==> src/rtl/fetch_byte_sequencer.sv <==
// Fetch sequencer between the PC stage and a byte-wide synchronous instruction store.
// Issues four byte reads per word request and returns the little-endian instruction.
module fetch_byte_sequencer #(
  parameter int                         ADDRESS_WIDTH  = 32,
  parameter int                         DATA_WIDTH     = 8,
  parameter int                         MEM_ADDR_WIDTH = 11,
  parameter logic [ADDRESS_WIDTH-1:0]   RESET_VECTOR   = 32'hBFC00000
) (
  input  logic                      clk,
  input  logic                      rst,
  input  logic                      flush,
  input  logic                      req_valid,
  output logic                      req_ready,
  input  logic [ADDRESS_WIDTH-1:0]  req_addr,
  output logic                      rsp_valid,
  input  logic                      rsp_ready,
  output logic [31:0]               rsp_instr,
  output logic [ADDRESS_WIDTH-1:0]  rsp_addr,
  output logic                      rsp_fault,
  output logic                      mem_en,
  output logic [MEM_ADDR_WIDTH-1:0] mem_addr,
  input  logic [DATA_WIDTH-1:0]     mem_rdata
);

  localparam logic [ADDRESS_WIDTH-1:0] WIN_LAST =
    RESET_VECTOR + ADDRESS_WIDTH'((1 << MEM_ADDR_WIDTH) - 4);
  localparam logic [31:0] NOP_INSTR = 32'h00000013;

  typedef enum logic [1:0] {
    IDLE,
    FETCH,
    RESP,
    FAULT
  } state_e;

  state_e state_q, state_d;

  logic [ADDRESS_WIDTH-1:0]  addr_q, addr_d;
  logic [MEM_ADDR_WIDTH-1:0] offset_q, offset_d;
  logic [1:0]                issue_cnt_q, issue_cnt_d;
  logic [1:0]                cap_cnt_q, cap_cnt_d;
  logic [3*DATA_WIDTH-1:0]   cap_q, cap_d;
  logic                      rd_pend_q, rd_pend_d;
  logic                      mem_en_q, mem_en_d;
  logic [MEM_ADDR_WIDTH-1:0] mem_addr_q, mem_addr_d;
  logic                      rsp_valid_q, rsp_valid_d;
  logic                      rsp_fault_q, rsp_fault_d;
  logic [31:0]               rsp_instr_q, rsp_instr_d;
  logic [ADDRESS_WIDTH-1:0]  rsp_addr_q, rsp_addr_d;

  logic                      accept;
  logic                      req_fault;
  logic                      last_capture;
  logic                      rsp_done;
  logic [MEM_ADDR_WIDTH-1:0] req_offset;
  logic [1:0]                issue_nxt;

  assign req_ready    = (state_q == IDLE) && !flush && !rst;
  assign accept       = req_valid && req_ready;
  assign req_fault    = (req_addr[1:0] != 2'b00) ||
                        (req_addr < RESET_VECTOR) || (req_addr > WIN_LAST);
  // The window base has zero low bits, so the offset is a narrow subtraction.
  assign req_offset   = req_addr[MEM_ADDR_WIDTH-1:0] - RESET_VECTOR[MEM_ADDR_WIDTH-1:0];
  assign last_capture = (state_q == FETCH) && rd_pend_q && (cap_cnt_q == 2'd3);
  assign rsp_done     = rsp_valid_q && rsp_ready;
  assign issue_nxt    = issue_cnt_q + 2'd1;

  always_ff @(posedge clk) begin
    if (rst) begin
      state_q <= IDLE;
    end else begin
      state_q <= state_d;
    end
  end

  always_comb begin
    state_d = state_q;
    case (state_q)
      IDLE:        if (accept) state_d = req_fault ? FAULT : FETCH;
      FETCH:       if (last_capture) state_d = RESP;
      RESP, FAULT: if (rsp_done) state_d = IDLE;
      default:     state_d = IDLE;
    endcase
    if (flush) state_d = IDLE;
  end

  always_comb begin
    addr_d      = addr_q;
    offset_d    = offset_q;
    issue_cnt_d = issue_cnt_q;
    cap_cnt_d   = cap_cnt_q;
    cap_d       = cap_q;
    rd_pend_d   = 1'b0;
    mem_en_d    = mem_en_q;
    mem_addr_d  = mem_addr_q;
    rsp_valid_d = rsp_valid_q;
    rsp_fault_d = rsp_fault_q;
    rsp_instr_d = rsp_instr_q;
    rsp_addr_d  = rsp_addr_q;

    case (state_q)
      IDLE: begin
        if (accept) begin
          addr_d = req_addr;
          if (req_fault) begin
            rsp_valid_d = 1'b1;
            rsp_fault_d = 1'b1;
            rsp_instr_d = NOP_INSTR;
            rsp_addr_d  = req_addr;
          end else begin
            offset_d    = req_offset;
            issue_cnt_d = 2'd0;
            cap_cnt_d   = 2'd0;
            mem_en_d    = 1'b1;
            mem_addr_d  = req_offset;
          end
        end
      end
      FETCH: begin
        // rd_pend marks that the store returns a byte in the following cycle.
        rd_pend_d = mem_en_q;
        if (mem_en_q) begin
          if (issue_cnt_q != 2'd3) begin
            issue_cnt_d = issue_nxt;
            mem_addr_d  = offset_q + MEM_ADDR_WIDTH'(issue_nxt);
          end else begin
            mem_en_d = 1'b0;
          end
        end
        if (rd_pend_q) begin
          cap_cnt_d = cap_cnt_q + 2'd1;
          case (cap_cnt_q)
            2'd0: cap_d[DATA_WIDTH-1:0]              = mem_rdata;
            2'd1: cap_d[2*DATA_WIDTH-1:DATA_WIDTH]   = mem_rdata;
            2'd2: cap_d[3*DATA_WIDTH-1:2*DATA_WIDTH] = mem_rdata;
            default: begin
              rsp_valid_d = 1'b1;
              rsp_fault_d = 1'b0;
              rsp_instr_d = {mem_rdata, cap_q};
              rsp_addr_d  = addr_q;
            end
          endcase
        end
      end
      RESP, FAULT: begin
        if (rsp_done) rsp_valid_d = 1'b0;
      end
      default: ;
    endcase

    if (flush) begin
      rsp_valid_d = 1'b0;
      mem_en_d    = 1'b0;
      rd_pend_d   = 1'b0;
      issue_cnt_d = 2'd0;
      cap_cnt_d   = 2'd0;
      cap_d       = '0;
    end
  end

  always_ff @(posedge clk) begin
    if (rst) begin
      addr_q      <= '0;
      offset_q    <= '0;
      issue_cnt_q <= '0;
      cap_cnt_q   <= '0;
      cap_q       <= '0;
      rd_pend_q   <= 1'b0;
      mem_en_q    <= 1'b0;
      mem_addr_q  <= '0;
      rsp_valid_q <= 1'b0;
      rsp_fault_q <= 1'b0;
      rsp_instr_q <= '0;
      rsp_addr_q  <= '0;
    end else begin
      addr_q      <= addr_d;
      offset_q    <= offset_d;
      issue_cnt_q <= issue_cnt_d;
      cap_cnt_q   <= cap_cnt_d;
      cap_q       <= cap_d;
      rd_pend_q   <= rd_pend_d;
      mem_en_q    <= mem_en_d;
      mem_addr_q  <= mem_addr_d;
      rsp_valid_q <= rsp_valid_d;
      rsp_fault_q <= rsp_fault_d;
      rsp_instr_q <= rsp_instr_d;
      rsp_addr_q  <= rsp_addr_d;
    end
  end

  assign mem_en    = mem_en_q;
  assign mem_addr  = mem_addr_q;
  assign rsp_valid = rsp_valid_q;
  assign rsp_fault = rsp_fault_q;
  assign rsp_instr = rsp_instr_q;
  assign rsp_addr  = rsp_addr_q;

endmodule
==> config.mk <==
export PLATFORM = sky130hd
export DESIGN_NAME = fetch_byte_sequencer
export DESIGN_NICKNAME = d
export VERILOG_FILES = /design/src/rtl/fetch_byte_sequencer.sv
export SDC_FILE = /design/constraint.sdc
export NUM_CORES = 1
export LEC_CHECK = 0
export CORE_ASPECT_RATIO = 1.75
export CORE_MARGIN = 3
export CORE_UTILIZATION = 45
export CTS_BUF_LIST = sky130_fd_sc_hd__clkbuf_2 sky130_fd_sc_hd__clkbuf_4 sky130_fd_sc_hd__clkbuf_8
export DETAILED_ROUTE_END_ITERATION = 7
export MAX_ROUTING_LAYER = met4
export PLACE_DENSITY = 0.76
export REMOVE_ABC_BUFFERS = 1
export SETUP_SLACK_MARGIN = 0.3
export SYNTH_ARGS = -nofsm -noshare
export SYNTH_HDL_FRONTEND = slang
export SYNTH_SLANG_ARGS = --single-unit
==> constraint.sdc <==
create_clock -name clk -period 2.76 [get_ports clk]
set_input_delay 0.414 -clock clk [delete_from_list [all_inputs] [get_ports clk]]
set_output_delay 0.414 -clock clk [all_outputs]
set_load 0.02 [all_outputs]
==> results of run 1 <==
state kept, by name (all words and copies together) (netlist names), 2 cells and up:
name / flops
offset_q: 11
addr_q: 32
rsp_addr: 32
rsp_instr: 32
cap_q: 24
issue_cnt_q: 2
mem_addr: 11
state_q: 2
cap_cnt_q: 2
cells in the final DEF (no fill, tap or decap), types with 5 or more instances in the layout:
cell	Yosys	routed
o211ai_1	8	8
nand2b_1	6	5
buf_12	0	5
and3_1	6	6
clkbuf_8	0	22
inv_1	6	6
buf_4	1	30
o21ai_0	16	16
a311oi_1	34	34
a31o_2	30	30
nor3_1	37	37
clkdlybuf4s50_1	0	121
ha_1	8	8
nor2_1	15	15
nand3_1	14	14
dfxtp_1	152	152
nand2_1	229	229
xor2_1	5	5
a21oi_1	103	103
final cells by class:
cell class / count / area share (%)
clock inverter: 7 / 0.8338
multi-input combinational: 556 / 36.45
timing repair buffer: 159 / 19.13
clock buffer: 23 / 3.760
inverter: 7 / 0.3184
tap: 174 / 2.638
sequential: 152 / 36.87
logic make-up (layout without fill, tap and decap cells):
kind of cell | after synthesis | after routing | share of synthesized area (%)
simple gates | 329 | 329 | 22.26
compound gates | 208 | 208 | 21.33
flops | 152 | 152 | 48.07
buf+inv | 74 | 196 | 5.021
fa+ha+maj | 9 | 9 | 1.898
xor+xnor | 8 | 8 | 1.107
mux | 2 | 2 | 0.3163
per-layer routing:
metal | global-route usage [%] | wire [um] | vias to the layer above
li1 | - | - | 2943
met5 | - | 0 | -
met3 | 4.716 | 767 | 34
met1 | 26.80 | 6858 | 2866
met2 | 41.21 | 9569 | 169
met4 | 9.262 | 513 | 0
worst paths after layout:
path              cells after the start                        end  slack [ns]               startpoint
setup / recovery                      8   mem_addr[5]$_SDFFE_PP0P_        0.43              req_addr[1]
setup reg to reg                      7  rsp_addr[18]$_SDFFE_PP0P_        0.66  state_q[0]$_SDFFE_PP0P_
hold reg to reg                       2    addr_q[14]$_SDFFE_PP0P_        0.45  addr_q[14]$_SDFFE_PP0P_
hold / removal                        2  rsp_instr[4]$_SDFFE_PP0P_        0.29                      rst
timing repair:
action	4_1_cts	5_1_grt
gates cloned	0	1
endpoints found under the setup margin	39	22
resized for setup	2	4
pin swaps	0	2
per-stage QoR:
stage	util, %	instance area, um2	std cells	hold slack (ns)
after floorplan	-	6038	715	0.4305
after global placement	57.51	7818	1047	0.4419
after detailed placement	57.51	7818	1047	0.4465
after CTS	60.38	8208	1077	0.2656
after global routing	60.71	8253	1078	0.2846
final	60.71	8253	1078	0.2894
where the power goes:
group,switching (mW),internal [mW],leakage (nW),total [mW]
Sequential,0.0285,2.24,1.23,2.27
Clock,0.803,0.830,0.193,1.63
Combinational,0.245,0.187,1.44,0.431
==> metrics.md, run 1 <==
| Metric | Value |
|---|---|
| Hold buffer count at cts | 0 |
| Die area | 15580 um2 |
| Tmin final | 2.335 ns |
| Final worst setup slack | 0.4252 ns |
| Initial DRC Count | 301 |
| Startpoint Class | input pin |
| Core area | 13590 um2 |
| Worst stage delay on the critical path | 0.54 ns |
| H-tree levels | 4 |
| Area of the multi-input gates | 3008 um2 |
| Post-synth top flop | dfxtp_1 |
| Flops & latches, synth | 152 |
| Clock tree from TritonCTS | yes |
| Die Height | 162.9 um |
| First-pass GRT wire length | 28.40 mm |
| # setup viols final | 0 |
| Clock root buffer | clkbuf_8 |
| Syn_area_per_cell | 8.094 um2 |
| Critical-path cell list | clkdlybuf4s50_1 > or4b_1 > or4_4 > buf_4 > o21ai_4 > buf_12 > mux2i_2 > nor2_1 |
| Initial antenna violation count | 0 |
| DIE WIDTH | 95.66 um |
| Worst Hold Class | input pin to flop |
| Critical Path RT | 3.07 ns |
| Post-DP HPWL | 12.05 mm |
| Top-count cell post-synth | nand2_1 |
| Worst setup EP type | flop |
| Number of global-route vias before repair | 5698 |
| Leak | 2.865 nW |
| Worst Tran Pin Value | 0.8879 ns |
| Starting density of the core | 46.57% |
| Share of cells above drive strength 1 | 12.06% |
| Vias | 6012 |
| Post-synth top area share | 48.07% |
| Slew HR | 40.81% |
| Largest area contributor in the netlist | dfxtp_1 |
| Buf/Inv on CP | 3 |
| Largest cells by area after synthesis | dfxtp_1 (48%), nand2_1 (14%), a21oi_1 (8.1%) |
| TritonCTS buffer count | 17 |
| Worst Skew | 0.01320 ns |
| Post-synth ARST share | 0% |
| IO buf count | 123 |
| Final antenna-violating net count | 0 |
| Mapped cell area | 6330 um2 |
| WL final | 17.71 mm |
| Yosys warning count | 0 |
| Design Power | 4.329 mW |
| Clk buf depth | 2 |
| Ratio of final minimum period to clock period | 84.59% |
| Distinct cells, synth | 49 |
| Status | finished, final reports clean |
| Largest net degree at the start of global routing | 87 |
| Gp weighted congestion | 0.8398 |
| WS Path Type | input pin to flop |
| Clock transition at path regs | 0.08 ns |
| Grt total ovfl | 0 |
| Num ports | 124 |
| Routed vias/inst | 5.577 |
| Slew Limit Fails | 0 |
| Nets | 947 |
| Commonest cells post-synth | nand2_1 (229), dfxtp_1 (152), a21oi_1 (103), clkbuf_1 (48), nor3_1 (37) |
| Worst endpoint data arrival time | 2.65 ns |
| N_diodes | 0 |
| Pre-CTS setup slack | -0.2057 ns |
| DRT Pass-1 Iters | 4 |
| CP top delay family | simple AND/OR/NAND/NOR gates |
| Post-route DRC | 0 |
| Number of flops mapped to enable cells by yosys | 0 |
| Final Hold Fails | 0 |
| Reg area | 3043 um2 |
| Fmax | 428.3 MHz |
| # fillers | 1235 |
| Max-cap violation count | 0 |
| Mean routed wirelength per cell | 16.43 um |
| Setup_tns | 0 ns |
| Synth Instances | 782 |
| Clock Sink Count | 152 |
| Crit-path slowest cell | or4b_1 |
| Power Density | 524.6 nW/um2 |
| Clk_lat worst skew | 0.45 ns |
| RSZ-0062 raised after global routing | no |
| Crit Path Max Fanout | 8 |
| Peak supply drop | 306.2 uV |
| Area grow syn2layout | 30.38% |
| # rows | 56 |
| Sequential element share of the synthesized area | 48.07% |
| Postcts setup bufs | 0 |
| Total Routing Usage GR | 23.95% |
Power figures use the tool's default switching activity.
==> run 2, diff against run 1 <==
==> constraint.sdc (replaced) <==
create_clock -name clk -period 2.4 [get_ports clk]
set_input_delay 0.36 -clock clk [delete_from_list [all_inputs] [get_ports clk]]
set_output_delay 0.36 -clock clk [all_outputs]
set_load 0.02 [all_outputs]
==> metrics.md, run 2 (synthesized netlist as in run 1, its figures left out) <==
| Metric | Value |
|---|---|
| Grt total ovfl | 0 (unchanged) |
| WL final | 18.17 mm (+2.6%) |
| Worst path depth | 4 (-4) |
| Critical Path RT | 2.04 ns (-1.03 ns) |
| Critical Path Start | flush |
| R2r endpoint | mem_addr[9]$_SDFFE_PP0P_ |
| Num ports | 124 (unchanged) |
| End of the critical path | req_ready |
| Clock tree from TritonCTS | yes |
| Worst endpoint data arrival time | 1.72 ns (-0.93 ns) |
| H-tree levels | 4 (unchanged) |
| Clock transition at path regs | 0.08 ns (about the same) |
| Worst Tran Pin Value | 0.8781 ns (-0.009848 ns) |
| Status | finished, final reports clean |
| Routed vias/inst | 5.520 (-1.0%) |
| Crit Path Max Fanout | 3 (-5) |
| TritonCTS buffer count | 17 (unchanged) |
| # setup viols final | 0 (unchanged) |
| Power Density | 606.3 nW/um2 (+16%) |
| Worst stage delay on the critical path | 0.48 ns (-0.06 ns) |
| R2R depth | 7 (unchanged) |
| Largest net degree at the start of global routing | 85 (-2.3%) |
| Clk_lat worst skew | 0.45 ns (about the same) |
| Post-DP HPWL | 11.82 mm (-1.9%) |
| Peak supply drop | 419.3 uV (+37%) |
| Nets | 965 (+1.9%) |
| Crit-path slowest cell | clkdlybuf4s50_1 |
| Leak | 3.051 nW (+6.5%) |
| RSZ-0062 raised after global routing | yes |
| Die area | 15580 um2 (unchanged) |
| Number of global-route vias before repair | 5829 (+2.3%) |
| Buf/Inv on CP | 3 (unchanged) |
| Most common cell after layout, fill and taps aside | nand2_1 |
| # rows | 56 (unchanged) |
| Die Height | 162.9 um (unchanged) |
| Final Hold Fails | 0 (unchanged) |
| Commonest cells after routing, fill and taps aside | nand2_1 (229), dfxtp_1 (152), clkdlybuf4s50_1 (110) |
| Total Routing Usage GR | 24.33% (+0.38 points) |
| Initial DRC Count | 424 (+41%) |
| Max-cap violation count | 0 (unchanged) |
| Post-route DRC | 0 (unchanged) |
| Tmin final | 2.083 ns |
| Final antenna-violating net count | 0 (unchanged) |
| Mean routed wirelength per cell | 16.53 um (+0.64%) |
| Starting density of the core | 46.57% (unchanged) |
| Vias | 6067 (+0.91%) |
| Reg2reg setup slack | 0.39 ns (-0.27 ns) |
| Slew Limit Fails | 0 (unchanged) |
| Gp weighted congestion | 0.8208 (-2.3%) |
| Placed cell count | 1059 (+1.1%) |
| Critical-path cell list | clkdlybuf4s50_1 > nor4_2 > buf_4 > dlygate4sd2_1 |
| Fmax | 480.0 MHz |
| Share of cells above drive strength 1 | 15.04% (+3.0 points) |
| Core area | 13590 um2 (unchanged) |
| Slew HR | 41.46% (+0.66 points) |
| RR Startpoint | issue_cnt_q[0]$_SDFFE_PP0P_ |
| IO buf count | 123 (unchanged) |
| Startpoint Class | input pin |
| Fin cells | 1099 (+1.9%) |
| Clock Sink Count | 152 (unchanged) |
| CP top delay family | buffers and inverters |
| Clock root buffer | clkbuf_8 |
| DRT Pass-1 Iters | 5 (+1) |
| DIE WIDTH | 95.66 um (unchanged) |
| Worst Hold Class | input pin to flop |
| Clk buf depth | 2 (unchanged) |
| WS Path Type | input pin to output port |
| First-pass GRT wire length | 28.75 mm (+1.2%) |
| Worst setup EP type | output port |
| Worst Hold Slack | 0.1706 ns (-0.1187 ns) |
| Ratio of final minimum period to clock period | 86.81% |
| Area grow syn2layout | 35.54% |
| Initial antenna violation count | 1 (+1) |
| Worst Skew | 0.01087 ns (-0.002327 ns) |
==> run 2: changes by cell type in the layout (fill, tap and decap cells not counted), moves of 2 or more <==
cell             before  now
buf_12                5    8
buf_16                0    2
buf_4                30   41
bufinv_16             1    3
clkbuf_2              0    3
clkbuf_8             22   18
clkdlybuf4s50_1     121  110
clkinv_2              3    0
clkinv_4              1    3
clkinvlp_4            2    5
dlymetal6s2s_1        1    7
inv_6                 0    2
==> run 2: timing repair <==
item	in CTS	in global routing
setup endpoints to repair	94	85
buffers inserted	1	2
gates resized for setup	16	20
hold buffers	0	0
hold endpoints to repair	0	0
gates cloned	2	2
pin swaps	5	7
==> run 2: worst min-delay path by stage <==
stage               cells past startpoint  slack [ns]                     from                        end
global placement                        2        0.44  addr_q[24]$_SDFFE_PP0P_    addr_q[24]$_SDFFE_PP0P_
finish                                  3        0.17             req_addr[11]    addr_q[11]$_SDFFE_PP0P_
CTS                                     2        0.19                      rst  rsp_instr[4]$_SDFFE_PP0P_
global route                            3        0.17             req_addr[11]    addr_q[11]$_SDFFE_PP0P_
floorplan                               1        0.43                      rst     addr_q[0]$_SDFFE_PP0P_
detailed placement                      2        0.45  addr_q[21]$_SDFFE_PP0P_    addr_q[21]$_SDFFE_PP0P_
==> run 2: stage by stage <==
step                utilization, %  worst slack (ns)  total power, mW  setup TNS (ns)  instance area, um2
detailed placement           58.45           -0.5107            3.176          -41.46                7945
global placement             58.45           -0.4627            3.174          -38.96                7945
global route                 63.12            0.2687            5.383               0                8579
CTS                          62.33            0.2724            5.241               0                8472
floorplan                        -            -1.579            2.863         -112.50                6038
finish                       63.12            0.3166            5.202               0                8579
==> run 2: area by class of cell <==
class	count	area (um2)
inverters	7	26.28
well taps	174	217.7
fillers	1208	5014
diodes	1	2.502
clock buffers	19	255.2
clock inverters	13	171.4
repair buffers	177	1812
multi-input cells	556	3052
flip-flops and latches	152	3043
==> run 2: power breakdown <==
group	switching, mW	total, mW	leakage, nW	internal [mW]
clock	0.993	2.07	0.199	1.08
combinational	0.292	0.528	1.62	0.235
sequential	0.0314	2.60	1.23	2.57
total	1.32	5.20	3.05	3.88
==> run 2: per-layer routing <==
| metal | GRT usage [%] | wire (um) | vias to the layer above |
|---|---|---|---|
| met1 | 26.55 | 7061 | 2869 |
| met2 | 42.48 | 9752 | 178 |
| met3 | 4.022 | 787 | 40 |
| met4 | 10.75 | 567 | 0 |
| met5 | - | 0 | - |
| li1 | - | - | 2980 |
==> run 2: worst reg2reg max path: stages, from the launching register on <==
cell and delay [ns]:
dfxtp_1 0.34, ha_1 0.36, ha_1 0.32, a21oi_2 0.10
nor4b_2 0.35, xnor2_1 0.11, o211ai_1 0.19, a21oi_1 0.10
